### config.mk
export PLATFORM = sky130hd
export DESIGN_NAME = pipe_ctrl
export DESIGN_NICKNAME = d
export VERILOG_FILES = /design/src/rtl/y86_pkg.sv /design/src/rtl/hazard_detect.sv /design/src/rtl/pipe_ctrl.sv
export SDC_FILE = /design/constraint.sdc
export NUM_CORES = 1
export LEC_CHECK = 0
export CORE_ASPECT_RATIO = 1.75
export CORE_UTILIZATION = 25
export CTS_CLUSTER_DIAMETER = 120
export DETAILED_ROUTE_END_ITERATION = 16
export MAX_ROUTING_LAYER = met4
export PLACE_DENSITY = 0.78
export SLEW_MARGIN = 0
export SYNTH_ARGS = -nofsm -noshare
export SYNTH_HDL_FRONTEND = slang
export SYNTH_SLANG_ARGS = --single-unit
### constraint.sdc
create_clock -name clk -period 2.22 [get_ports clk]
set_clock_uncertainty 0.2 [all_clocks]
set_input_delay 0.666 -clock clk [delete_from_list [all_inputs] [get_ports clk]]
set_output_delay 0.666 -clock clk [all_outputs]
set_load 0.05 [all_outputs]
### src/rtl/y86_pkg.sv
// rtl/y86_pkg.sv - Y86 icode/stat encodings and the pipeline run-state type
package y86_pkg;

   localparam logic [3:0] I_HALT   = 4'h0;
   localparam logic [3:0] I_NOP    = 4'h1;
   localparam logic [3:0] I_RRMOVQ = 4'h2;
   localparam logic [3:0] I_IRMOVQ = 4'h3;
   localparam logic [3:0] I_RMMOVQ = 4'h4;
   localparam logic [3:0] I_MRMOVQ = 4'h5;
   localparam logic [3:0] I_OPQ    = 4'h6;
   localparam logic [3:0] I_JXX    = 4'h7;
   localparam logic [3:0] I_CALL   = 4'h8;
   localparam logic [3:0] I_RET    = 4'h9;
   localparam logic [3:0] I_PUSHQ  = 4'hA;
   localparam logic [3:0] I_POPQ   = 4'hB;

   localparam logic [3:0] S_BUB = 4'h0;
   localparam logic [3:0] S_AOK = 4'h1;
   localparam logic [3:0] S_HLT = 4'h2;
   localparam logic [3:0] S_ADR = 4'h3;
   localparam logic [3:0] S_INS = 4'h4;

   localparam logic [3:0] REG_NONE = 4'hF;

   typedef enum logic [1:0] {
      RUN    = 2'd0,
      PAUSE  = 2'd1,
      HALTED = 2'd2,
      FAULT  = 2'd3
   } run_state_e;

   // Bubble status (0) counts as healthy, so only HLT/ADR/INS terminate.
   function automatic logic is_exc(input logic [3:0] stat);
      return (stat == S_HLT) || (stat == S_ADR) || (stat == S_INS);
   endfunction

endpackage

### src/rtl/hazard_detect.sv
// rtl/hazard_detect.sv - combinational hazard terms from decode and E/M/W stage fields
module hazard_detect
   import y86_pkg::*;
(
   input  logic [3:0] D_icode,
   input  logic [3:0] d_srcA,
   input  logic [3:0] d_srcB,
   input  logic [3:0] E_icode,
   input  logic [3:0] E_destM,
   input  logic       e_Cnd,
   input  logic [3:0] M_icode,
   input  logic [3:0] m_stat,
   input  logic [3:0] W_stat,
   output logic       loaduse,
   output logic       retp,
   output logic       mispred,
   output logic       mexc,
   output logic       wexc
);

   logic e_is_load;

   assign e_is_load = (E_icode == I_MRMOVQ) || (E_icode == I_POPQ);

   assign loaduse = e_is_load && (E_destM != REG_NONE) &&
                    ((E_destM == d_srcA) || (E_destM == d_srcB));
   assign retp    = (D_icode == I_RET) || (E_icode == I_RET) || (M_icode == I_RET);
   assign mispred = (E_icode == I_JXX) && !e_Cnd;
   assign mexc    = is_exc(m_stat);
   assign wexc    = is_exc(W_stat);

endmodule

### src/rtl/pipe_ctrl.sv
// rtl/pipe_ctrl.sv - Y86 pipeline stall/bubble control, run-state FSM, hazard counters
// Optional counters: define PIPE_CTRL_PERF_CNT_EN to build them, otherwise they read 0.
module pipe_ctrl
   import y86_pkg::*;
#(
   parameter int CNT_W = 32
)
(
   input  logic             clk,
   input  logic             rst,
   input  logic             run_en,
   input  logic [3:0]       D_icode,
   input  logic [3:0]       d_srcA,
   input  logic [3:0]       d_srcB,
   input  logic [3:0]       E_icode,
   input  logic [3:0]       E_destM,
   input  logic             e_Cnd,
   input  logic [3:0]       M_icode,
   input  logic [3:0]       m_stat,
   input  logic [3:0]       W_stat,
   output logic             F_stall,
   output logic             D_stall,
   output logic             D_bubble,
   output logic             E_bubble,
   output logic             M_bubble,
   output logic             W_stall,
   output logic             set_cc,
   output logic             cpu_halted,
   output logic [3:0]       exc_code,
   output logic [CNT_W-1:0] cycle_cnt,
   output logic [CNT_W-1:0] lu_cnt,
   output logic [CNT_W-1:0] mp_cnt,
   output logic [CNT_W-1:0] ret_cnt
);

   logic       loaduse, retp, mispred, mexc, wexc;
   logic       active;
   run_state_e state_q;
   logic       cpu_halted_q;
   logic [3:0] exc_code_q;

   hazard_detect u_hazard_detect (
      .D_icode (D_icode),
      .d_srcA  (d_srcA),
      .d_srcB  (d_srcB),
      .E_icode (E_icode),
      .E_destM (E_destM),
      .e_Cnd   (e_Cnd),
      .M_icode (M_icode),
      .m_stat  (m_stat),
      .W_stat  (W_stat),
      .loaduse (loaduse),
      .retp    (retp),
      .mispred (mispred),
      .mexc    (mexc),
      .wexc    (wexc)
   );

   assign active = (state_q == RUN) && run_en;

   // A terminating W status wins over a pause request on the same edge.
   always_ff @(posedge clk or posedge rst) begin
      if (rst) begin
         state_q      <= RUN;
         cpu_halted_q <= 1'b0;
         exc_code_q   <= 4'h0;
      end else begin
         case (state_q)
            RUN: begin
               if (wexc) begin
                  state_q      <= (W_stat == S_HLT) ? HALTED : FAULT;
                  cpu_halted_q <= 1'b1;
                  exc_code_q   <= W_stat;
               end else if (!run_en) begin
                  state_q <= PAUSE;
               end
            end
            PAUSE: begin
               if (run_en) state_q <= RUN;
            end
            default: begin
            end
         endcase
      end
   end

   always_comb begin
      F_stall  = 1'b1;
      D_stall  = 1'b1;
      D_bubble = 1'b0;
      E_bubble = 1'b1;
      M_bubble = 1'b1;
      W_stall  = 1'b1;
      set_cc   = 1'b0;
      if (active) begin
         F_stall  = loaduse | retp;
         D_stall  = loaduse;
         D_bubble = mispred | (retp & !loaduse);
         E_bubble = mispred | loaduse;
         M_bubble = mexc | wexc;
         W_stall  = wexc;
         set_cc   = (E_icode == I_OPQ) & !mexc & !wexc;
      end
   end

   assign cpu_halted = cpu_halted_q;
   assign exc_code   = exc_code_q;

`ifdef PIPE_CTRL_PERF_CNT_EN
   logic [CNT_W-1:0] cycle_cnt_q, lu_cnt_q, mp_cnt_q, ret_cnt_q;
   logic [CNT_W-1:0] cycle_cnt_d, lu_cnt_d, mp_cnt_d, ret_cnt_d;

   function automatic logic [CNT_W-1:0] sat_inc(input logic [CNT_W-1:0] v);
      return (&v) ? v : v + 1'b1;
   endfunction

   always_comb begin
      cycle_cnt_d = cycle_cnt_q;
      lu_cnt_d    = lu_cnt_q;
      mp_cnt_d    = mp_cnt_q;
      ret_cnt_d   = ret_cnt_q;
      if (active) begin
         cycle_cnt_d = sat_inc(cycle_cnt_q);
         if (loaduse)          lu_cnt_d  = sat_inc(lu_cnt_q);
         if (mispred)          mp_cnt_d  = sat_inc(mp_cnt_q);
         if (retp && !loaduse) ret_cnt_d = sat_inc(ret_cnt_q);
      end
   end

   always_ff @(posedge clk or posedge rst) begin
      if (rst) begin
         cycle_cnt_q <= '0;
         lu_cnt_q    <= '0;
         mp_cnt_q    <= '0;
         ret_cnt_q   <= '0;
      end else begin
         cycle_cnt_q <= cycle_cnt_d;
         lu_cnt_q    <= lu_cnt_d;
         mp_cnt_q    <= mp_cnt_d;
         ret_cnt_q   <= ret_cnt_d;
      end
   end

   assign cycle_cnt = cycle_cnt_q;
   assign lu_cnt    = lu_cnt_q;
   assign mp_cnt    = mp_cnt_q;
   assign ret_cnt   = ret_cnt_q;
`else
   assign cycle_cnt = '0;
   assign lu_cnt    = '0;
   assign mp_cnt    = '0;
   assign ret_cnt   = '0;
`endif

endmodule

=== After elaboration in Yosys (flattened, before gate mapping) ===
Cells that the tools add are included.

* Equality and inequality tests: 19
* Muxes and demuxes: 12
* Bitwise operators: 7
* Reductions and logical operators: 20

{| class="wikitable"
|+ Operator list
! kind !! count
|-
| equality test 4 x 3 -> 1 bit, second input constant || 5
|-
| equality test 4 x 2 -> 1 bit, second input constant || 4
|-
| equality test 4 bit, second input constant || 4
|-
| equality test 4 bit || 2
|-
| logical OR 1 bit || 8
|-
| 2-to-1 mux 1 bit || 8
|-
| 2-to-1 mux 2 bit || 3
|-
| logical AND 1 bit || 4
|-
| zero test 1 bit || 4
|-
| != test 4 bit, second input constant || 1
|-
| bitwise OR 1 bit || 4
|-
| one-hot mux 2 bit (2 select lines) || 1
|-
| AND 1 bit || 3
|-
| != test 3 bit, second input constant || 1
|-
| AND reduction 3 bit || 1
|-
| equality test 2 x 1 -> 1 bit, second input constant || 1
|-
| zero test 2 bit || 1
|-
| != test 2 bit, second input constant || 1
|-
| AND reduction 2 bit || 1
|-
| nonzero test 2 bit || 1
|}

* Flip-flop bits (word level): 7
* Bits of input ports: 36
* Output and inout port bits: 140
* Logic and storage cells: 61

=== Depth between registers and ports, before layout ===
Gate-level depths: netlist (run 1).

* Depth in word-level cells: 8
* Mapped depth: 4
* Gate-level depth less buffers: 4

=== By module ===
From an unflattened synthesis (run 1), not the netlist that was laid out.

* Cell total of the unflattened synthesis: 189
* Area total of the unflattened synthesis: 1,544.0 um2

{| class="wikitable"
|+ By module, submodules not included
! module !! times used !! cells each !! area each (um2) !! sequential area each (um2)
|-
| pipe_ctrl || 1 || 162 || 1,338.8 || 175.2
|-
| hazard_detect || 1 || 27 || 205.2 || 0.0
|}

=== Worst setup path after synthesis (run 1) ===
No wires, ideal clock.

* Path kind: input-to-output
* From: input port W_stat[2]
* To: output port set_cc
* Data arrival time: 2.728 ns
* Data required time: 1.354 ns
* Slack: -1.374 ns
* Stages: 4
* Buffers on the path: 0
* Cell sequence: nor3b_2 > o21ai_1 > o211ai_1 > nor3_1

* Longest elaborated chain between the ends: 6
* Elaborated cells between the ends (all ways): 8

{| class="wikitable"
|+ Ends and longest elaborated chain
! item !! RTL line !! source
|-
| start: declaration || pipe_ctrl.sv:20 || <nowiki>input logic [3:0] W_stat,</nowiki>
|-
| equality test 4 x 2 -> 1 bit || y86_pkg.sv:34 || <nowiki>return (stat == S_HLT) || (stat == S_ADR) || (stat == S_INS);</nowiki>
|-
| logical OR 1 bit || y86_pkg.sv:34 ||
|-
| logical OR 1 bit * || y86_pkg.sv:34 ||
|-
| zero test 1 bit * || pipe_ctrl.sv:102 || <nowiki>set_cc = (E_icode == I_OPQ) & !mexc & !wexc;</nowiki>
|-
| AND 1 bit * || pipe_ctrl.sv:102 ||
|-
| 2-to-1 mux 1 bit * || pipe_ctrl.sv:95 || <nowiki>if (active) begin</nowiki>
|-
| end: declaration || pipe_ctrl.sv:27 || <nowiki>output logic set_cc,</nowiki>
|}

Every way passes the cells marked *; elsewhere a longest branch is shown, timed or not.

=== Final worst setup path (run 1) ===
* From: input port d_srcA[1]
* To: output port F_stall

* Longest elaborated chain between the ends: 5

{| class="wikitable"
|+ Ends and longest elaborated chain
! item !! RTL line !! source
|-
| start: declaration || pipe_ctrl.sv:13 || <nowiki>input logic [3:0] d_srcA,</nowiki>
|-
| equality test 4 bit || hazard_detect.sv:26 || <nowiki>((E_destM == d_srcA) || (E_destM == d_srcB));</nowiki>
|-
| logical OR 1 bit || hazard_detect.sv:26 ||
|-
| logical AND 1 bit || hazard_detect.sv:25 || <nowiki>assign loaduse = e_is_load && (E_destM != REG_NONE) &&</nowiki>
|-
| bitwise OR 1 bit || pipe_ctrl.sv:96 || <nowiki>F_stall = loaduse | retp;</nowiki>
|-
| 2-to-1 mux 1 bit || pipe_ctrl.sv:95 ||
|-
| end: declaration || pipe_ctrl.sv:21 || <nowiki>output logic F_stall,</nowiki>
|}

No other way between the ends.

==> results of run 1 <==
-- flip-flops by register name (all words and copies together) (netlist names) --
register and flops:
exc_code 4, state_q 2, cpu_halted 1
-- final cells by class --
| class | count | area, um2 |
|---|---|---|
| Timing Repair Buffer | 67 | 646 |
| Clock buffer | 4 | 45.0 |
| Multi-Input combinational cell | 177 | 987 |
| Fill cell | 618 | 3920 |
| Tap cell | 78 | 97.6 |
| Inverter | 2 | 7.51 |
| Sequential cell | 7 | 175 |
-- what timing repair did --
action | CTS | global route
buffers inserted | 7 | 1
pin swaps | 18 | 8
gates resized for setup | 121 | 10
setup endpoints to repair | 7 | 7
-- power by group through the flow --
stage               Combinational, mW  Sequential [mW]  Clock, mW
floorplan                       0.792            0.341          0
detailed placement              0.996            0.218          0
global route                     1.06            0.229      0.193
finish                           1.01            0.221      0.176
global placement                0.987            0.218          0
CTS                              1.01            0.221      0.182
-- worst max-delay path by stage --
| stage | startpoint | to | cells after the start |
|---|---|---|---|
| after floorplan | W_stat[2] | set_cc | 4 |
| after global placement | E_destM[0] | F_stall | 7 |
| after detailed placement | E_destM[0] | F_stall | 7 |
| after CTS | d_srcA[1] | F_stall | 8 |
| after global routing | d_srcA[1] | F_stall | 8 |
| final | d_srcA[1] | F_stall | 8 |
-- per-stage QoR --
stage	utilization (%)	setup TNS [ns]	instances	instance area (um2)
after floorplan	-	-2.23	314	2040
after global placement	31.0	-6.13	326	1820
after detailed placement	31.0	-6.83	326	1820
after CTS	33.2	-2.46	335	1950
after global routing	33.3	-2.89	335	1960
final	33.3	-2.58	335	1960
-- layer usage --
metal / track usage, % / vias to the layer above / wire length (um)
met5: - / - / 0
met4: 1.95 / 0 / 0
met3: 2.23 / 0 / 414
met2: 18.3 / 121 / 1740
met1: 7.68 / 469 / 842
li1: - / 478 / -
-- cell families after synthesis --
| logic type | count (synthesis) |
|---|---|
| simple gates | 29 |
| flops | 7 |
| mux | 3 |
| other cells | 1 |
| compound gates | 9 |
| buf+inv | 130 |
| xor+xnor | 8 |
-- Yosys cell counts (all sizes together) (2+ instances only) --
cell    number
buf        128
xor2         8
dfrtp        7
nor2         5
nand2        4
nand2b       4
nand3b       3
nor4bb       3
o21ai        3
inv          2
mux2         2
nor3         2
nor3b        2
nor4         2
o211ai       2
==> impl_metrics.ini, run 1 <==
[pwr]
pwr_density_cell_mw_per_mm2 = 721
switching_power_mw = 0.865
total_power_mw = 1.41
p_int_mw = 0.546
power_leakage_nw = 1.05
peakVddDrop_uv = 496
clock_power_share_pct = 12.5
power.share.sequential_pct = 15.6
sw_frac_of_total_pct = 61.3
p_comb_share_pct = 71.9

[cts]
cts.sinks = 7
cts.path.max_buffers = 2
tritoncts = yes
h-tree-depth = 1
path_clk_slew_ns = 0.04
clk_latency_ns = 0.22
cts-root-buf = clkbuf_8
cts_hold_buf = 0
cts_inserted_buffers = 3

[global_routing]
grt_pass1_vias = 899
grt_max_degree = 8
grt_overflow_total = 0
antenna_found_initial = 0
grt_pass1_wl_um = 4100
track_usage_pct = 9.07

[synthesis]
synthTopCellsByArea = buf_4, dfrtp_1, xor2_1
synth_top_area_share_pct = 63.4
ys_ff_latch = 7
synth.largest_area_cell = buf_4
synth_top_family_by_area = buffers and inverters
synth_compound_area_share_pct = 4.95
syn_inst = 187
synth_xor_area_share_pct = 4.62
yosys-mux-area-fraction_pct = 2.15
async_flop_share_pct = 100
synthAdderAreaFrac_pct = 0
synth_enable_flop_cells = 0
synthFlopType = dfrtp_1
syn_avg_cell_area_um2 = 8.11
yosysWarnings = 0
ys_seq_area_share_pct = 11.6
netlist-cell-type-count = 28
yosys.area_share.simple_pct = 12.6
netlist_area_mm2 = 0.00152

[placed_design]
pre_cts_slack_ns = -0.977
place_hpwl_um = 2640
routabilityCongestion = 0.726
numPortBuffers = 47

[outcome]
violations = negative setup slack
outcome = finished with violations

[drt]
vias = 1068
first_pass_iters = 2
wl_per_cell_um = 8.96
drc = 0
drt_iter0_drc = 7
wl_um = 3000
via_per_inst = 3.19
ant_nets = 0

[sta]
max_clock_freq_mhz = 363
finalHoldViolCount = 0
report.final.slew_viol_count = 0
fin_crit_sh_pct = 124
whs_ns = 0.271
min_period_ns = 2.75
rsz0062_at_grt = yes
fin_ws_ns = -0.532
setup_viol = 7

[final_layout]
final_cell_mix = conb_1, buf_4, buf_2
num_antenna_cells = 0
layout_commonest_cell = conb_1
area_growth_pct = 29.1
finalNetCount = 294
drive_above_1_share_pct = 31.1

[floorplan]
num_rows = 37
die_h_um = 105
die_x_um = 60.9
initial_core_util_pct = 25.8
ios = 176
fp.coreArea_mm2 = 0.00588
dieArea_mm2 = 0.00639

[worst_setup_path]
crit_slowest_cell = nor4_2
reg2reg_to = exc_code[0]
cpMostUsedCell = buf_6
crit_required_ns = 1.35
critPathBufInv = 4
path_cells = buf_6 > xor2_2 > nor4_2 > o2111ai_2 > buf_6 > buf_6 > nand2_4 > buf_12
worst-path-max-fanout = 4
worstSetupPathType = input pin to output pin
reg2reg_depth = 4
reg2reg_setup_slack_ns = 0.79
critPathArrivalTime_ns = 1.89
cp-end-kind = output pin
critPathLaunchType = input pin
r2r_start = state_q[1]
slowest_delay_ns = 0.32
cpLargestDelayFamily = buffers and inverters

[worst_hold_path]
hp-class = register to register
worstHoldStart = cpu_halted
hold_depth = 1
min_to = cpu_halted

[flow_run]
drv_cap = 0
(Power assumes the default switching activity.)
==> run 2, diff against run 1 <==
--- a/config.mk
+++ b/config.mk
@@ -12,5 +12,4 @@
 export MAX_ROUTING_LAYER = met4
 export PLACE_DENSITY = 0.78
-export SLEW_MARGIN = 0
 export SYNTH_ARGS = -nofsm -noshare
 export SYNTH_HDL_FRONTEND = slang
--- a/constraint.sdc
+++ b/constraint.sdc
@@ -3,3 +3,3 @@
 set_input_delay 0.666 -clock clk [delete_from_list [all_inputs] [get_ports clk]]
 set_output_delay 0.666 -clock clk [all_outputs]
-set_load 0.05 [all_outputs]
+set_load 0.005 [all_outputs]
==> impl_metrics.ini, run 2 (synthesis results as in run 1) <==
[sta]
finalHoldViolCount = 0
min_period_ns = 2.68
fin_crit_sh_pct = 121
report.final.slew_viol_count = 0
setup_viol = 7
rsz0062_at_grt = yes
fin_ws_ns = -0.457
max_clock_freq_mhz = 374

[worst_setup_path]
reg2reg_depth = 6
worst-path-max-fanout = 2
worstSetupPathType = input pin to output pin
critPathLaunchType = input pin
endpoint = D_bubble
r2r_start = state_q[0]
crit_required_ns = 1.35
reg2reg_setup_slack_ns = 0.78
cp-end-kind = output pin
critPathArrivalTime_ns = 1.81
reg2reg_to = exc_code[2]
cp-startpoint = d_srcA[0]

[floorplan]
num_rows = 37
initial_core_util_pct = 25.8
dieArea_mm2 = 0.00639
fp.coreArea_mm2 = 0.00588
die_h_um = 105
die_x_um = 60.9
ios = 176

[cts]
path_clk_slew_ns = 0.04
h-tree-depth = 1
cts_hold_buf = 0
cts.sinks = 7
cts-root-buf = clkbuf_8
clk_latency_ns = 0.23
cts_inserted_buffers = 3
cts.path.max_buffers = 2
tritoncts = yes

[pwr]
pwr_density_cell_mw_per_mm2 = 432
peakVddDrop_uv = 487
power_leakage_nw = 1.07

[global_routing]
grt_max_degree = 8
grt_pass1_vias = 995
grt_overflow_total = 0
track_usage_pct = 9.27
grt_pass1_wl_um = 4270
antenna_found_initial = 1

[drt]
via_per_inst = 3.29
drt_iter0_drc = 17
ant_nets = 0
vias = 1123
wl_um = 3080
drc = 0
wl_per_cell_um = 9.03
first_pass_iters = 2

[worst_hold_path]
hp-class = register to register

[flow_run]
drv_cap = 0

[placed_design]
numPortBuffers = 47
place_hpwl_um = 2720
routabilityCongestion = 0.623
pre_cts_slack_ns = -1.21
dp.cells = 325

[final_layout]
area_growth_pct = 30.0
finalNetCount = 299
layout_commonest_cell = conb_1
fill_cells = 631
largest_reg_flops = 4
drive_above_1_share_pct = 32.4
instances_no_fill = 341
final_cell_mix = conb_1, buf_4, buf_6

[outcome]
violations = negative setup slack
outcome = finished with violations
run 2: worst min path at each step:
stage	startpoint	slack, ns	cells after the start	end
2_1_floorplan	cpu_halted	0.26	1	cpu_halted
3_3_place_gp	cpu_halted	0.25	1	cpu_halted
3_5_place_dp	cpu_halted	0.26	1	cpu_halted
4_1_cts	cpu_halted	0.27	1	cpu_halted
5_1_grt	cpu_halted	0.30	1	cpu_halted
6_report	cpu_halted	0.27	1	cpu_halted
run 2: metal layers:
layer	global-route usage [%]	up-vias	wire (um)
met4	2.44	0	28
li1	-	486	-
met5	-	-	0
met1	7.59	498	855
met3	1.73	3	478
met2	19.1	136	1720
run 2: final cells by class:
type | instances | area, um2 | share of cell area, %
Timing Repair Buffer | 72 | 611 | 31.0
Tap cell | 78 | 97.6 | 4.95
Inverter | 2 | 7.51 | 0.381
Clock buffer | 4 | 45.0 | 2.29
Multi-Input combinational cell | 177 | 1030 | 52.4
Sequential cell | 7 | 175 | 8.89
Antenna cell | 1 | 2.50 | 0.127
run 2: per-stage QoR:
step / setup TNS, ns / instance area (um2) / hold WS, ns / power (mW) / utilization, %
6_report: -2.05 / 1970 / 0.266 / 0.851 / 33.5
5_1_grt: -2.47 / 1970 / 0.300 / 0.925 / 33.5
4_1_cts: -2.19 / 1900 / 0.269 / 0.836 / 32.3
3_5_place_dp: -8.29 / 1720 / 0.260 / 0.608 / 29.2
3_3_place_gp: -7.71 / 1720 / 0.254 / 0.599 / 29.2
2_1_floorplan: -0.192 / 2010 / 0.259 / 0.522 / -
run 2: what timing repair did:
| action | CTS | global route |
|---|---|---|
| pin swaps | 21 | 4 |
| setup endpoints to repair | 7 | 7 |
| gates resized for setup | 168 | 14 |
| buffers inserted | 10 | 2 |
run 2: power by group:
part	leakage (nW)	switching, mW	total [mW]	internal (mW)
sequential	0.0822	0.0304	0.211	0.181
clock	0.0228	0.0543	0.178	0.124
combinational	0.961	0.202	0.462	0.259
total	1.07	0.287	0.851	0.564
run 2: critical path, cell delays in order:
cell       delay (ns)
buf_6            0.09
xor2_2           0.17
nor4_4           0.30
o2111ai_2        0.17
buf_4            0.16
o211a_1          0.12
buf_2            0.13
==> run 3, diff against run 2 <==
CELL_PAD_IN_SITES_DETAIL_PLACEMENT = 2   (was default)
CELL_PAD_IN_SITES_GLOBAL_PLACEMENT = 2   (was default)
CORE_UTILIZATION = 11   (was 25)
PLACE_DENSITY = default   (was 0.78)
PLACE_DENSITY_LB_ADDON = 0.1   (was default)
==> impl_metrics.ini, run 3 (synthesis results as in run 1) <==
[global_routing]
grt_overflow_total = 0
grt_max_degree = 8
use_met2_pct = 11.9
grt_pass1_wl_um = 5960
use_met1_pct = 4.75
grt_pass1_vias = 1026
top_usage_layer = met2
antenna_found_initial = 0
grt_util_met3_pct = 1.69
track_usage_pct = 5.70

[pwr]
pwr_density_cell_mw_per_mm2 = 469
power_leakage_nw = 1.04
total_power_mw = 0.970
peakVddDrop_uv = 167

[worst_setup_path]
critPathBufInv = 3
path_cells = buf_8 > xor2_4 > nor4_4 > o2111ai_2 > buf_4 > o211a_1 > buf_2
slowest_delay_ns = 0.32
cp-end-kind = output pin
crit_required_ns = 1.35
crit_slowest_cell = nor4_4
worst-path-max-fanout = 2
cpLargestDelayFamily = buffers and inverters
critPathLaunchType = input pin
critPathArrivalTime_ns = 1.83
worstSetupPathType = input pin to output pin

[floorplan]
dieArea_mm2 = 0.0143
fp.coreArea_mm2 = 0.0135
initial_core_util_pct = 11.3
ios = 176
die_x_um = 90.8
num_rows = 56
die_h_um = 157

[final_layout]
num_antenna_cells = 0
finalNetCount = 295
seq_area_um2 = 175
layout_commonest_cell = conb_1
area_growth_pct = 36.6
largest_reg_flops = 4
fill_cells = 1641
drive_above_1_share_pct = 29.5
final_util_pct = 15.4
final_cell_mix = conb_1, buf_4, buf_2
multi_input_area_mm2 = 0.00102

[placed_design]
numPortBuffers = 47
routabilityCongestion = 0.684
place_hpwl_um = 3870

[cts]
cts.sinks = 7
cts_inserted_buffers = 3
cts-root-buf = clkbuf_16
h-tree-depth = 1
tritoncts = yes
cts.path.max_buffers = 2
path_clk_slew_ns = 0.04
clk_latency_ns = 0.23

[drt]
wl_um = 4380
ant_nets = 0
via_per_inst = 2.46
drt_iter0_drc = 6
vias = 1062
wl_per_cell_um = 10.1
drc = 0
first_pass_iters = 2

[sta]
rsz0062_at_grt = yes
setup-tns-final_ns = -2.04
max_clock_freq_mhz = 371
fin_crit_sh_pct = 121
min_period_ns = 2.70
report.final.slew_viol_count = 0
finalHoldViolCount = 0
setup_viol = 7
fin_ws_ns = -0.476

[outcome]
outcome = finished with violations
violations = negative setup slack

[flow_run]
drv_cap = 0

[worst_hold_path]
hp-class = register to register
run 3: cell types whose count changed in the layout (fill, tap and decap cells not counted), moves of 3 or more:
cell	change
clkdlybuf4s15_1	-3
buf_6	-9
buf_8	+4
clkbuf_16	+3
dlygate4sd2_1	+4
clkbuf_8	-3
run 3: repair_timing:
| action | 4_1_cts | 5_1_grt |
|---|---|---|
| resized for setup | 165 | 6 |
| hold buffers | 0 | 0 |
| pin swaps | 24 | 2 |
| cloned | 0 | 0 |
| setup buffers | 9 | 3 |
| endpoints found under the setup margin | 7 | 7 |
| endpoints found under the hold margin | 0 | 0 |
run 3: stage by stage:
step / instance area (um2) / setup slack, ns / hold slack (ns) / instances
floorplan: 2010 / -0.0862 / 0.259 / 314
global placement: 1830 / -1.39 / 0.264 / 420
detailed placement: 1830 / -1.36 / 0.258 / 420
CTS: 2040 / -0.482 / 0.279 / 431
global route: 2070 / -0.509 / 0.287 / 432
finish: 2070 / -0.476 / 0.272 / 432
run 3: final timing paths:
path | start | end | slack, ns | cells past startpoint
worst max-delay path | d_srcA[3] | D_bubble | -0.48 | 7
worst min-delay path | cpu_halted | cpu_halted | 0.27 | 1
worst max register to register | state_q[0] | exc_code[1] | 0.78 | 4
worst min register to register | cpu_halted | cpu_halted | 0.27 | 1
max in group asynchronous | rst | exc_code[0] | 1.10 | 2
min in group asynchronous | rst | state_q[0] | 0.48 | 2
run 3: cell type report:
type,count,area share [%]
inverter,2,0.363
multi-input combinational,177,49.5
tap,174,10.5
timing repair buffer,68,27.4
sequential,7,8.46
clock buffer,4,3.81
run 3: per-layer routing:
| metal | part of all wire, % | up-vias |
|---|---|---|
| met3 | 11 | 2 |
| li1 | - | 476 |
| met4 | 0.48 | 0 |
| met5 | 0 | - |
| met1 | 28 | 483 |
| met2 | 60 | 101 |
run 3: report_power, final:
part / switching (mW) / leakage [nW] / internal (mW)
clock network: 0.0764 / 0.0382 / 0.240
registers: 0.0295 / 0.0822 / 0.181
logic: 0.207 / 0.921 / 0.237
total: 0.313 / 1.04 / 0.657
run 3: worst register-to-register path, stage by stage, from the launching register on:
cell and delay [ns]:
dfrtp_1 0.38, buf_4 0.16, nor2_1 0.11, o211ai_2 0.15, mux2_1 0.33
